===== src/rtl/crg_ctrl_pkg.sv =====
// Shared types for the clock-generation sequencer: FSM states, clk1/clk3
// configuration record and its power-on value.
package crg_ctrl_pkg;

  typedef enum logic [2:0] {
    ST_PLL_RST   = 3'd0,
    ST_WAIT_LOCK = 3'd1,
    ST_IDLE      = 3'd2,
    ST_GATE      = 3'd3,
    ST_SWITCH    = 3'd4,
    ST_UNGATE    = 3'd5
  } state_t;

  typedef struct packed {
    logic sel;
    logic clk1_on;
    logic clk3_on;
  } clk_cfg_t;

  localparam clk_cfg_t CFG_RESET = 3'b000;

  function automatic int max_of4(input int a, input int b, input int c, input int d);
    int m;
    m = a;
    if (b > m) m = b;
    if (c > m) m = c;
    if (d > m) m = d;
    return m;
  endfunction

endpackage


===== src/rtl/crg_lock_filter.sv =====
// PLL lock qualification: 2-FF synchronizer followed by a consecutive-high
// counter. The counter only runs while enabled, so it restarts from zero on
// every entry into lock waiting.
module crg_lock_filter #(
  parameter int LOCK_FILTER = 32
) (
  input  logic clk_src,
  input  logic rst_n_sys,
  input  logic pll_locked,
  input  logic enable,
  output logic lock_sync,
  output logic locked_q
);

  localparam int CW = $clog2(LOCK_FILTER + 1);
  localparam logic [CW-1:0] FILTER_FULL = CW'(LOCK_FILTER);

  logic          sync_ff1;
  logic [CW-1:0] cnt;

  // Bring the asynchronous lock into the clk_src domain.
  always_ff @(posedge clk_src) begin
    if (!rst_n_sys) begin
      sync_ff1  <= 1'b0;
      lock_sync <= 1'b0;
    end else begin
      sync_ff1  <= pll_locked;
      lock_sync <= sync_ff1;
    end
  end

  // Count consecutive synchronized-high cycles; any low restarts the count.
  always_ff @(posedge clk_src) begin
    if (!rst_n_sys || !enable || !lock_sync) begin
      cnt <= '0;
    end else if (cnt != FILTER_FULL) begin
      cnt <= cnt + 1'b1;
    end
  end

  assign locked_q = (cnt == FILTER_FULL);

endmodule


===== src/rtl/crg_clk_ctrl.sv =====
// Clock-generation sequencer: PLL reset and lock qualification, then
// glitch-safe clk1 source switching (gate -> switch -> ungate) and clk1/clk3
// gate control driven by a single request handshake.
//
//   state     | meaning
//   ----------+---------------------------------------------------------
//   PLL_RST   | pll_reset held high for PLL_RST_CYC cycles
//   WAIT_LOCK | waiting for LOCK_FILTER consecutive synchronized-lock highs
//   IDLE      | configured; req_ready high
//   GATE      | clk1 gated, waiting GATE_WAIT before moving the mux
//   SWITCH    | clk1_sel moved, waiting SWITCH_WAIT before ungating
//   UNGATE    | apply pending enables, commit config, pulse done
module crg_clk_ctrl
  import crg_ctrl_pkg::*;
#(
  parameter int PLL_RST_CYC = 16,
  parameter int LOCK_FILTER = 32,
  parameter int GATE_WAIT   = 8,
  parameter int SWITCH_WAIT = 16
) (
  input  logic clk_src,
  input  logic rst_n_sys,
  input  logic pll_locked,
  output logic pll_reset,
  input  logic req_valid,
  output logic req_ready,
  input  logic req_sel,
  input  logic req_clk1_on,
  input  logic req_clk3_on,
  output logic clk1_sel,
  output logic clk1_en,
  output logic clk3_en,
  output logic busy,
  output logic done,
  output logic lock_lost
);

  localparam int CW = $clog2(max_of4(PLL_RST_CYC, LOCK_FILTER, GATE_WAIT, SWITCH_WAIT) + 1);
  localparam logic [CW-1:0] RST_LAST    = CW'(PLL_RST_CYC - 1);
  localparam logic [CW-1:0] GATE_LAST   = CW'(GATE_WAIT - 1);
  localparam logic [CW-1:0] SWITCH_LAST = CW'(SWITCH_WAIT - 1);

  state_t        state, state_nxt;
  logic [CW-1:0] cnt;
  clk_cfg_t      pending, committed;
  logic          lock_sync, locked_q;
  logic          accept, loss, counting;

  crg_lock_filter #(.LOCK_FILTER(LOCK_FILTER)) u_lock_filter (
    .clk_src    (clk_src),
    .rst_n_sys  (rst_n_sys),
    .pll_locked (pll_locked),
    .enable     (state == ST_WAIT_LOCK),
    .lock_sync  (lock_sync),
    .locked_q   (locked_q)
  );

  assign accept   = req_valid && req_ready && (state == ST_IDLE);
  assign loss     = !lock_sync && (state inside {ST_IDLE, ST_GATE, ST_SWITCH, ST_UNGATE});
  assign counting = (state inside {ST_PLL_RST, ST_GATE, ST_SWITCH});

  // Next-state decode; lock loss overrides every other transition.
  always_comb begin
    state_nxt = state;
    if (loss) begin
      state_nxt = ST_PLL_RST;
    end else begin
      case (state)
        ST_PLL_RST:   if (cnt == RST_LAST) state_nxt = ST_WAIT_LOCK;
        ST_WAIT_LOCK: if (locked_q) state_nxt = ST_UNGATE;
        ST_IDLE:      if (accept) state_nxt = (req_sel == committed.sel) ? ST_UNGATE : ST_GATE;
        ST_GATE:      if (cnt == GATE_LAST) state_nxt = ST_SWITCH;
        ST_SWITCH:    if (cnt == SWITCH_LAST) state_nxt = ST_UNGATE;
        ST_UNGATE:    state_nxt = ST_IDLE;
        default:      state_nxt = ST_PLL_RST;
      endcase
    end
  end

  // State, wait counter, config records and all registered outputs.
  always_ff @(posedge clk_src) begin
    if (!rst_n_sys) begin
      state     <= ST_PLL_RST;
      cnt       <= '0;
      pending   <= CFG_RESET;
      committed <= CFG_RESET;
      pll_reset <= 1'b1;
      clk1_sel  <= 1'b0;
      clk1_en   <= 1'b0;
      clk3_en   <= 1'b0;
      req_ready <= 1'b0;
      busy      <= 1'b1;
      done      <= 1'b0;
      lock_lost <= 1'b0;
    end else begin
      state     <= state_nxt;
      cnt       <= (state_nxt != state || !counting) ? '0 : cnt + 1'b1;
      pll_reset <= (state_nxt == ST_PLL_RST);
      busy      <= (state_nxt != ST_IDLE);
      req_ready <= (state == ST_IDLE) && (state_nxt == ST_IDLE);
      done      <= 1'b0;
      if (loss) begin
        clk1_en   <= 1'b0;
        clk3_en   <= 1'b0;
        lock_lost <= 1'b1;
      end else begin
        case (state)
          // Both gates are off here, so the mux can safely be put back to
          // the committed source before the restore ungates.
          ST_WAIT_LOCK: if (locked_q) begin
            pending  <= committed;
            clk1_sel <= committed.sel;
          end
          ST_IDLE:   if (accept) pending <= {req_sel, req_clk1_on, req_clk3_on};
          ST_GATE:   clk1_en <= 1'b0;
          ST_SWITCH: clk1_sel <= pending.sel;
          ST_UNGATE: begin
            clk1_en   <= pending.clk1_on;
            clk3_en   <= pending.clk3_on;
            committed <= pending;
            done      <= 1'b1;
          end
          default: ;
        endcase
      end
    end
  end

endmodule


===== config.mk =====
export PLATFORM = sky130hd
export DESIGN_NAME = crg_clk_ctrl
export DESIGN_NICKNAME = d
export VERILOG_FILES = /design/src/rtl/crg_ctrl_pkg.sv /design/src/rtl/crg_lock_filter.sv /design/src/rtl/crg_clk_ctrl.sv
export SDC_FILE = /design/constraint.sdc
export NUM_CORES = 1
export LEC_CHECK = 0
export BUFFER_PORTS_ARGS = -buffer_cell sky130_fd_sc_hd__buf_2
export CORE_UTILIZATION = 40
export DETAILED_ROUTE_END_ITERATION = 10
export GPL_TIMING_DRIVEN = 0
export PLACE_DENSITY = 0.61
export SYNTH_ARGS = -nofsm -noshare
export SYNTH_HDL_FRONTEND = slang
export SYNTH_SLANG_ARGS = --single-unit

===== constraint.sdc =====
create_clock -name clk_src -period 4.1 [get_ports clk_src]
set_input_delay 0.82 -clock clk_src [delete_from_list [all_inputs] [get_ports clk_src]]
set_output_delay 0.82 -clock clk_src [all_outputs]
set_load 0.005 [all_outputs]

* Yosys cells after proc, flatten, opt, wreduce, memory -nomap -nowiden
Cells that the tools add are included.
** Storage, ports and cells
- Output and inout port bits :: 8
- Input port bits :: 7
- Logic and storage cells :: 76
- Register bits after elaboration :: 31
** Cells by class
- Equality and inequality tests :: 15
- Bitwise gates (word level) :: 2
- Reductions and logical operators :: 23
- Mux-type cells :: 15
- Add/subtract/negate cells :: 2
** Operators by type and width (count)
- 2-to-1 mux 3 bit :: 9
- case mux 3 bit (6 select lines) :: 1
- adder 6 x 1 -> 6 bit, second input constant :: 2
- == test 3 x 2 -> 1 bit, second input constant :: 3
- == test 3 bit, second input constant :: 2
- == test 6 x 3 -> 1 bit, second input constant :: 1
- == test 6 x 4 -> 1 bit, second input constant :: 1
- == test 6 bit, second input constant :: 1
- zero test 3 bit :: 2
- inequality test 6 bit, second input constant :: 1
- case mux 3 bit (2 select lines) :: 1
- nonzero test 2 bit :: 3
- logical AND 1 bit :: 4
- zero test 1 bit :: 4
- inequality test 2 bit, second input constant :: 2
- case mux 1 bit (2 select lines) :: 2
- AND reduction 4 bit :: 1
- nonzero test 4 bit :: 1
- OR reduction 2 bit :: 2
- == test 3 x 1 -> 1 bit, second input constant :: 1
- logical OR 1 bit :: 3
- inequality test 3 x 2 -> 1 bit, second input constant :: 1
- inequality test 3 bit :: 1
- AND reduction 3 bit :: 1
- 5 further kinds :: 7

* Longest topological paths before layout
Gate-level depths: netlist of the first run.
- Depth in word-level cells :: 8
- Depth in mapped cells :: 6
- Depth with buffers taken out :: 6

* Cells and area by module
A second synthesis of the first run with hierarchy kept.
** Second synthesis, totals
- Cells, all modules :: 171
- Area total of the unflattened synthesis :: 1495.2 um^2
** Modules (own cells, without submodules)
- crg_clk_ctrl :: instances 1, cells each 134, area an instance 1138.6 um^2
- crg_lock_filter :: instances 1, cells each 37, area an instance 356.6 um^2

* Worst setup path before layout of the first run
OpenSTA, ideal clock, no wires.
- Path kind :: input port to flip-flop
- Start point :: input port rst_n_sys
- End point :: register clk1_en
- Path buffers :: 1
- Required time :: 3.983 ns
- Setup time :: 0.117 ns
- Setup slack :: 2.382 ns
- Arrival time :: 1.601 ns
- Stages on the path :: 5
- Cells stage by stage :: buf_2 -> nor2b_1 -> a22oi_2 -> nor2_1 -> a32o_1
** On the way
- Cells in the longest elaborated chain, start to end :: 2
** RTL lines
- start, declared :: line crg_clk_ctrl.sv:22 : input logic rst_n_sys,
- inverter 1 bit (no source line)
- OR reduction 2 bit (no source line)
- end signal, assigned :: line crg_clk_ctrl.sv:118 : clk1_en <= pending.clk1_on;
- end, declared :: line crg_clk_ctrl.sv:31 : output logic clk1_en,
No other way between the ends.
A chain may end at the register's enable or synchronous reset.

* Final worst setup path of the first run
- Start point :: register cnt[0]
- End point :: register cnt[3]
** On the way
- Cells in the longest elaborated chain, start to end :: 7
** RTL lines
- start, declared :: line crg_clk_ctrl.sv:44 : logic [CW-1:0] cnt;
- start signal, assigned :: line crg_clk_ctrl.sv:97 : cnt <= (state_nxt != state || !counting) ? '0 : cnt + 1'b1;
- == test 6 x 4 -> 1 bit or == test 6 x 3 -> 1 bit (tied branches) :: line crg_clk_ctrl.sv:69, crg_clk_ctrl.sv:73, crg_clk_ctrl.sv:72
- 2-to-1 mux 3 bit (on tied branches) :: line crg_clk_ctrl.sv:73, crg_clk_ctrl.sv:69, crg_clk_ctrl.sv:72
- case mux 3 bit (6 select lines) :: line crg_clk_ctrl.sv:68 : case (state)
- 2-to-1 mux 3 bit :: line crg_clk_ctrl.sv:65 : if (loss) begin
- inequality test 3 bit :: line crg_clk_ctrl.sv:97
- logical OR 1 bit :: line crg_clk_ctrl.sv:97
- OR reduction 2 bit (no source line)
Parallel ways exist; a longest one is shown, timed or not.

==> results.cfg, run 1 <==
[synthesis]
synth_edf_count = 0
synth-seq-cells = 31
synth_top_area_share_pct = 41.6
syn_nets = 164
ys_async_sr_fraction_pct = 0
postSynthCellCount = 154
synth_top_cell_by_area = dfxtp_1
synth-main-ff-cell = dfxtp_1
synth.avg_cell_area_um2 = 9.68
synth_area_leaders = dfxtp_1, mux2i_1, xor2_1, nor2b_1, nand2b_1
ys_seq_area_share_pct = 41.6
syn-cell-area_um2 = 1490
yosysWarnings = 0
post_synth_num_cell_types = 43

[global_route]
grt_pass1_wl_mm = 5.00
grt_pass1_vias = 1094
gr-total-overflow = 0
grt_max_degree = 11
antenna_found_initial = 0
grt.total_usage_pct = 16.6

[floorplan]
dieWidth_um = 63.0
num_rows = 21
coreArea_um2 = 3440
die_h_um = 63.0
dieArea_um2 = 3970
initial_core_util_pct = 43.3
num_io_pins = 15

[cells_and_area]
areaGrowthSynthToFinish_pct = 13.1
nNetsFinal = 184
final_common_cell = dfxtp_1
final_cell_mix = dfxtp_1, buf_2, nand2_1, nor2_1
fin_util_pct = 49.0
drive_above_1_share_pct = 19.1
n_antenna_cell = 0
fin_area_um2 = 1690

[clock_tree]
clk_pin_slew_ns = 0.06
cts-htree-levels = 2
cts-root-buf = clkbuf_8
numCtsBuffers = 5
cts-resized-gates = 0
clockBufferDepth = 2
cts_tree = built
cts_hold_buf = 0
insertion_delay_ns = 0.28
cts.sink_count = 31
post-cts-setup-buffers = 0

[timing]
tns_ns = 0
setup_viol = 0
finalCritPeriodShare_pct = 41.7
tightest_slew_ns = 0.892
drv_slew = 0
slew_headroom_pct = 40.4
period_needed_ns = 1.71
fmax_mhz = 585
hold_viol = 0
hold_slack_ns = 0.433
rsz0062_at_grt = no
fin_skew_ns = 0.00474

[power]
leakage_nw = 0.684
ir_worst_vdd_mv = 0.168
finalPower_mw = 0.544
power_density_nw_per_um2 = 323

[routing]
wl_per_cell_um = 13.0
drcViolationCount = 0
ant_nets = 0
dr.pass1.iters = 4
initialDrtViolationCount = 41
routed_via_density = 5.17
routed_wl_mm = 2.85
vias = 1133

[job]
cap_violations = 0

[setup_path]
crit_start = cnt[0]
rr_worst_depth = 5
required_ns = 4.26
cp.arrival_ns = 1.87
slowest_stage = or3b_4
path_max_fanout = 6
path_cells = ha_1 > or3b_4 > o22ai_2 > o221a_4 > nor3_1
crit_path_end_kind = flop
r2r_start = cnt[0]
critical_path_class = reg -> reg
ff2ff_setup_slack_ns = 2.39
cp-start-kind = flop
cp_slowest_stage_delay_ns = 0.42

[run_status]
status = finished, final reports clean

[worst_hold_path]
worstHoldPathType = reg -> reg
hold_start = u_lock_filter.sync_ff1
worstHoldPathCells = 1

[placed_design]
gp_congestion = 0.848
dp_hpwl_mm = 2.05
place_area_um2 = 1610
portBuffers = 13
-- per-stage QoR --
stage	setup slack, ns	std cells
after CTS	2.40	219
final	2.39	219
after global routing	2.27	219
after detailed placement	2.18	213
after global placement	2.20	213
after floorplan	2.38	154
-- final cells by class --
class,count,area [um^2]
inverters,2,7.51
repair buffers,13,65.1
clock buffers,6,72.6
multi-input cells,114,823
flip-flops and latches,31,621
well taps,46,57.6
fillers,331,1760
plain buffers,7,38.8
-- final timing paths --
| path | endpoint |
|---|---|
| worst max-delay path | cnt[3] |
| worst min-delay path | u_lock_filter.lock_sync |
| worst max register to register | cnt[3] |
| worst min register to register | u_lock_filter.lock_sync |
-- cell families after synthesis --
logic type | synth area share, %
AOI/OAI and AO/OA | 13.9
buffers and inverters | 3.11
xor gates and xnor gates | 6.46
DFF | 41.6
and+or+nand+nor | 26.3
adders and majority gates | 2.52
muxes | 6.13
-- cell usage after synthesis (2+ instances only) --
master    number
a211oi_1       2
a41oi_1        2
and2_1         2
and3_1         5
and3b_1        2
buf_2          4
clkbuf_1       2
dfxtp_1       31
ha_1           3
inv_1          2
mux2i_1        8
nand2_1       11
nand2b_1       7
nand3_1        6
nand3b_1       3
nor2_1         9
nor2b_1        8
nor3_1         8
nor3b_1        3
o211ai_1       3
o21bai_1       2
xnor2_1        5
xor2_1         6
-- power by group --
group,internal (mW),switching (mW)
combinational,0.00956,0.0109
sequential,0.305,0.00227
clock,0.113,0.103
-- critical path, delay by kind of cell, from the launching register on --
family	cells	cell delay [ns]
flops	1	0.35
compound gates	2	0.52
simple gates	2	0.49
fa+ha+maj	1	0.22
-- flip-flops by register name, indices dropped and copies added, names as in the netlist --
| name | count |
|---|---|
| clk1_en | 1 |
| busy | 1 |
| clk3_en | 1 |
| committed | 3 |
| u_lock_filter.sync_ff1 | 1 |
| lock_lost | 1 |
| req_ready | 1 |
| u_lock_filter.lock_sync | 1 |
| pending | 3 |
| state | 3 |
| pll_reset | 1 |
| clk1_sel | 1 |
| cnt | 6 |
| done | 1 |
| u_lock_filter.cnt | 6 |
-- routing by layer --
layer,part of all wire (%),global-route usage (%),vias up
li1,-,-,578
met3,4.0,6.75,4
met5,0,0,-
met1,51,20.8,534
met4,0.81,6.98,0
met2,44,24.7,17
(Power assumes the default switching activity.)
==> run 2, diff against run 1 <==
clock period = 1.75 ns   (was 4.1 ns; I/O delays follow)
==> results.cfg, run 2 (same netlist as run 1, synthesis figures left out) <==
[setup_path]
cp-start-kind = flop
cp.arrival_ns = 1.83
required_ns = 1.91
r2r_start = cnt[0]
r2r-end = cnt[3]
rr_worst_depth = 5
ff2ff_setup_slack_ns = 0.08
path_max_fanout = 6
critical_path_class = reg -> reg
crit_path_end_kind = flop

[cells_and_area]
final_cell_mix = dfxtp_1, buf_2, nand2_1, nor2_1
final_cells = 219
fin_util_pct = 49.5
drive_above_1_share_pct = 20.8
nNetsFinal = 184
final_common_cell = dfxtp_1
reg_top3 = cnt (6), u_lock_filter.cnt (6)
areaGrowthSynthToFinish_pct = 14.4
n_antenna_cell = 0
fillers = 327

[global_route]
gr-total-overflow = 0
grt_pass1_wl_mm = 5.00
grt_pass1_vias = 1094
use_met1_pct = 20.8
antenna_found_initial = 0
grtUsageMet3_pct = 6.75
top_usage_layer = met2
met2_usage_pct = 24.7
grt_max_degree = 11
grt.total_usage_pct = 16.6

[placed_design]
post-place-cells = 213
gp_congestion = 0.848
portBuffers = 13
dp_hpwl_mm = 2.05

[clock_tree]
insertion_delay_ns = 0.28
numCtsBuffers = 5
clockBufferDepth = 2
cts-htree-levels = 2
cts_tree = built
cts_hold_buf = 0
cts.sink_count = 31
cts-root-buf = clkbuf_8
clk_pin_slew_ns = 0.06

[power]
power_density_nw_per_um2 = 745
ir_worst_vdd_mv = 0.390
leakage_nw = 0.687
finalPower_mw = 1.27

[timing]
fin_skew_ns = 0.000948
slew_headroom_pct = 66.5
finalCritPeriodShare_pct = 95.3
tns_ns = 0
drv_slew = 0
fmax_mhz = 600
hold_viol = 0
tightest_slew_ns = 0.500
setup_viol = 0
period_needed_ns = 1.67
rsz0062_at_grt = no

[floorplan]
dieArea_um2 = 3970
dieWidth_um = 63.0
initial_core_util_pct = 43.3
die_h_um = 63.0
num_rows = 21
num_io_pins = 15
coreArea_um2 = 3440

[worst_hold_path]
worstHoldPathType = in -> reg
whs_endpoint = u_lock_filter.sync_ff1
hold_start = pll_locked
worstHoldPathCells = 2

[routing]
routed_wl_mm = 2.84
wl_per_cell_um = 13.0
initialDrtViolationCount = 42
ant_nets = 0
routed_via_density = 5.20
drcViolationCount = 0
dr.pass1.iters = 4
vias = 1138

[job]
cap_violations = 0

[run_status]
status = finished, final reports clean
## run 2: cell counts in the layout (fill, tap and decap cells not counted)
No cell type changed its count.
## run 2: critical path: stages, from the launching register on
cell     delay [ns]
dfxtp_1        0.36
ha_2           0.22
or3b_4         0.42
o22ai_4        0.22
o221a_4        0.27
nor3_1         0.07
## run 2: through the flow
step / cell area, um^2 / setup slack, ns / hold WS (ns)
final: 1700 / 0.0822 / 0.275
after floorplan: 1490 / 0.193 / 0.412
after global routing: 1700 / 0.0137 / 0.274
after CTS: 1690 / 0.0536 / 0.269
after global placement: 1610 / 0.0677 / 0.419
after detailed placement: 1610 / 0.0629 / 0.422
## run 2: worst max-delay path by stage
stage / from / endpoint / slack [ns] / depth (start not counted)
floorplan: cnt[0] / cnt[3] / 0.19 / 5
global placement: u_lock_filter.cnt[0] / pending[1] / 0.07 / 6
detailed placement: cnt[0] / cnt[4] / 0.06 / 5
CTS: state[1] / pending[1] / 0.05 / 4
global route: cnt[0] / cnt[3] / 0.01 / 5
finish: cnt[0] / cnt[3] / 0.08 / 5
## run 2: area by class of cell
cell class | count | area, um^2 | area share, %
inverters | 2 | 7.51 | 0.441
well taps | 46 | 57.6 | 3.38
clock buffers | 6 | 72.6 | 4.26
flip-flops and latches | 31 | 621 | 36.4
plain buffers | 7 | 38.8 | 2.28
multi-input cells | 114 | 842 | 49.4
repair buffers | 13 | 65.1 | 3.82
## run 2: timing repair
action                     in CTS  in global routing
resized for setup               0                  4
setup buffers                   0                  0
setup endpoints to repair       0                  9
## run 2: routing by layer
layer | wire, um | part of all wire, %
met5 | 0 | 0
met4 | 23 | 0.81
met3 | 134 | 4.7
met2 | 1270 | 44
met1 | 1420 | 50
## run 2: power by group
group / total (mW) / internal (mW) / switching [mW]
sequential: 0.719 / 0.714 / 0.00540
combinational: 0.0494 / 0.0230 / 0.0264
clock: 0.501 / 0.264 / 0.237
==> run 3, diff against run 2 <==
ABC_AREA = 0   (was not set)
CTS_BUF_LIST = sky130_fd_sc_hd__clkbuf_8   (was not set)
==> results.cfg, run 3 (same netlist as run 1, synthesis figures left out) <==
[power]
power_frac_comb_pct = 3.9
leakage_nw = 0.691
p_switching_mw = 0.273
power_density_nw_per_um2 = 744
swShare_pct = 21.5
p_int_mw = 0.995
power_frac_clock_pct = 39.4
p_seq_share_pct = 56.7
ir_worst_vdd_mv = 0.393

[timing]
hold_viol = 0
hold_slack_ns = 0.275
tightest_slew_ns = 0.504
period_needed_ns = 1.67
fmax_mhz = 600
drv_slew = 0
slew_headroom_pct = 66.3
tns_ns = 0
fin_skew_ns = 0.00333
fin_ws_ns = 0.0844
setup_viol = 0
rsz0062_at_grt = no
finalCritPeriodShare_pct = 95.2

[routing]
drcViolationCount = 0
vias = 1142
initialDrtViolationCount = 42
routed_via_density = 5.21
wl_per_cell_um = 13.0
ant_nets = 0
routed_wl_mm = 2.85
dr.pass1.iters = 4

[clock_tree]
clockBufferDepth = 2
cts-htree-levels = 2
clk_pin_slew_ns = 0.06
cts_tree = built
numCtsBuffers = 5
cts.sink_count = 31
post-cts-setup-buffers = 0
insertion_delay_ns = 0.28
cts_hold_buf = 0
cts-root-buf = clkbuf_8

[worst_hold_path]
worstHoldPathType = in -> reg
hold_start = pll_locked
worstHoldPathCells = 2

[placed_design]
portBuffers = 13
pre_cts_ws_ns = 0.0629
gp_congestion = 0.848
dp_hpwl_mm = 2.05

[floorplan]
die_h_um = 63.0
dieWidth_um = 63.0
num_io_pins = 15
num_rows = 21
dieArea_um2 = 3970
initial_core_util_pct = 43.3
coreArea_um2 = 3440

[setup_path]
slowest_stage = or3b_4
path_buf_inv = 0
path_cells = ha_2 > or3b_4 > o22ai_4 > o221a_4 > nor3_1
cp_slowest_stage_delay_ns = 0.42
path_depth = 5
crit_start = cnt[0]
rr_worst_depth = 5
crit_family = simple AND/OR/NAND/NOR gates
r2r_start = cnt[0]
crit_path_end_kind = flop
required_ns = 1.91
path_max_fanout = 6
critical_path_class = reg -> reg
cp-start-kind = flop
cp.arrival_ns = 1.82

[cells_and_area]
drive_above_1_share_pct = 20.8
fillers = 327
nNetsFinal = 184
final_common_cell = dfxtp_1
final_cell_mix = dfxtp_1, buf_2, nand2_1, nor2_1
areaGrowthSynthToFinish_pct = 14.4
reg_top3 = cnt (6), u_lock_filter.cnt (6)
n_antenna_cell = 0
fin_util_pct = 49.5

[job]
cap_violations = 0

[global_route]
grt.total_usage_pct = 16.6
grt_pass1_wl_mm = 5.00
gr-total-overflow = 0
grt_pass1_vias = 1094
antenna_found_initial = 0
grt_max_degree = 11

[run_status]
status = finished, final reports clean
-- run 3: cell count changes in the layout (fill, tap and decap cells not counted) --
cell	delta
clkbuf_1	-1
inv_1	+1
-- run 3: timing repair --
item / in CTS / in global routing
setup endpoints to repair: 0 / 9
hold endpoints to repair: 0 / 0
gates resized for setup: 0 / 4
-- run 3: power by group through the flow --
stage	combinational, mW	sequential [mW]	clock [mW]
floorplan	0.0348	0.733	0
CTS	0.0484	0.719	0.518
global placement	0.0467	0.734	0
detailed placement	0.0480	0.735	0
global route	0.0553	0.720	0.551
finish	0.0495	0.719	0.500
-- run 3: layout make-up --
type / instances / area (um^2) / area share (%)
well taps: 46 / 57.6 / 3.38
repair buffers: 13 / 65.1 / 3.82
inverters: 2 / 7.51 / 0.441
clock buffers: 5 / 68.8 / 4.04
flip-flops and latches: 31 / 621 / 36.4
plain buffers: 7 / 38.8 / 2.28
multi-input cells: 114 / 842 / 49.4
clock inverters: 1 / 3.75 / 0.220
-- run 3: routing by layer --
metal / track usage [%] / vias to the layer above / wire (um)
met3: 6.75 / 4 / 146
met4: 6.98 / 0 / 23
met2: 24.7 / 25 / 1270
li1: - / 579 / -
met1: 20.8 / 534 / 1410
met5: 0 / - / 0
-- run 3: through the flow --
stage	instance area, um^2	power, mW	cells
after floorplan	1490	0.768	154
after global placement	1610	0.781	213
after detailed placement	1610	0.783	213
after CTS	1690	1.29	219
after global routing	1700	1.33	219
final	1700	1.27	219
-- run 3: worst paths after layout --
kind                                  end  slack [ns]
setup / recovery                   cnt[3]        0.08
hold reg to reg   u_lock_filter.lock_sync        0.43
setup reg to reg                   cnt[3]        0.08
hold / removal     u_lock_filter.sync_ff1        0.28
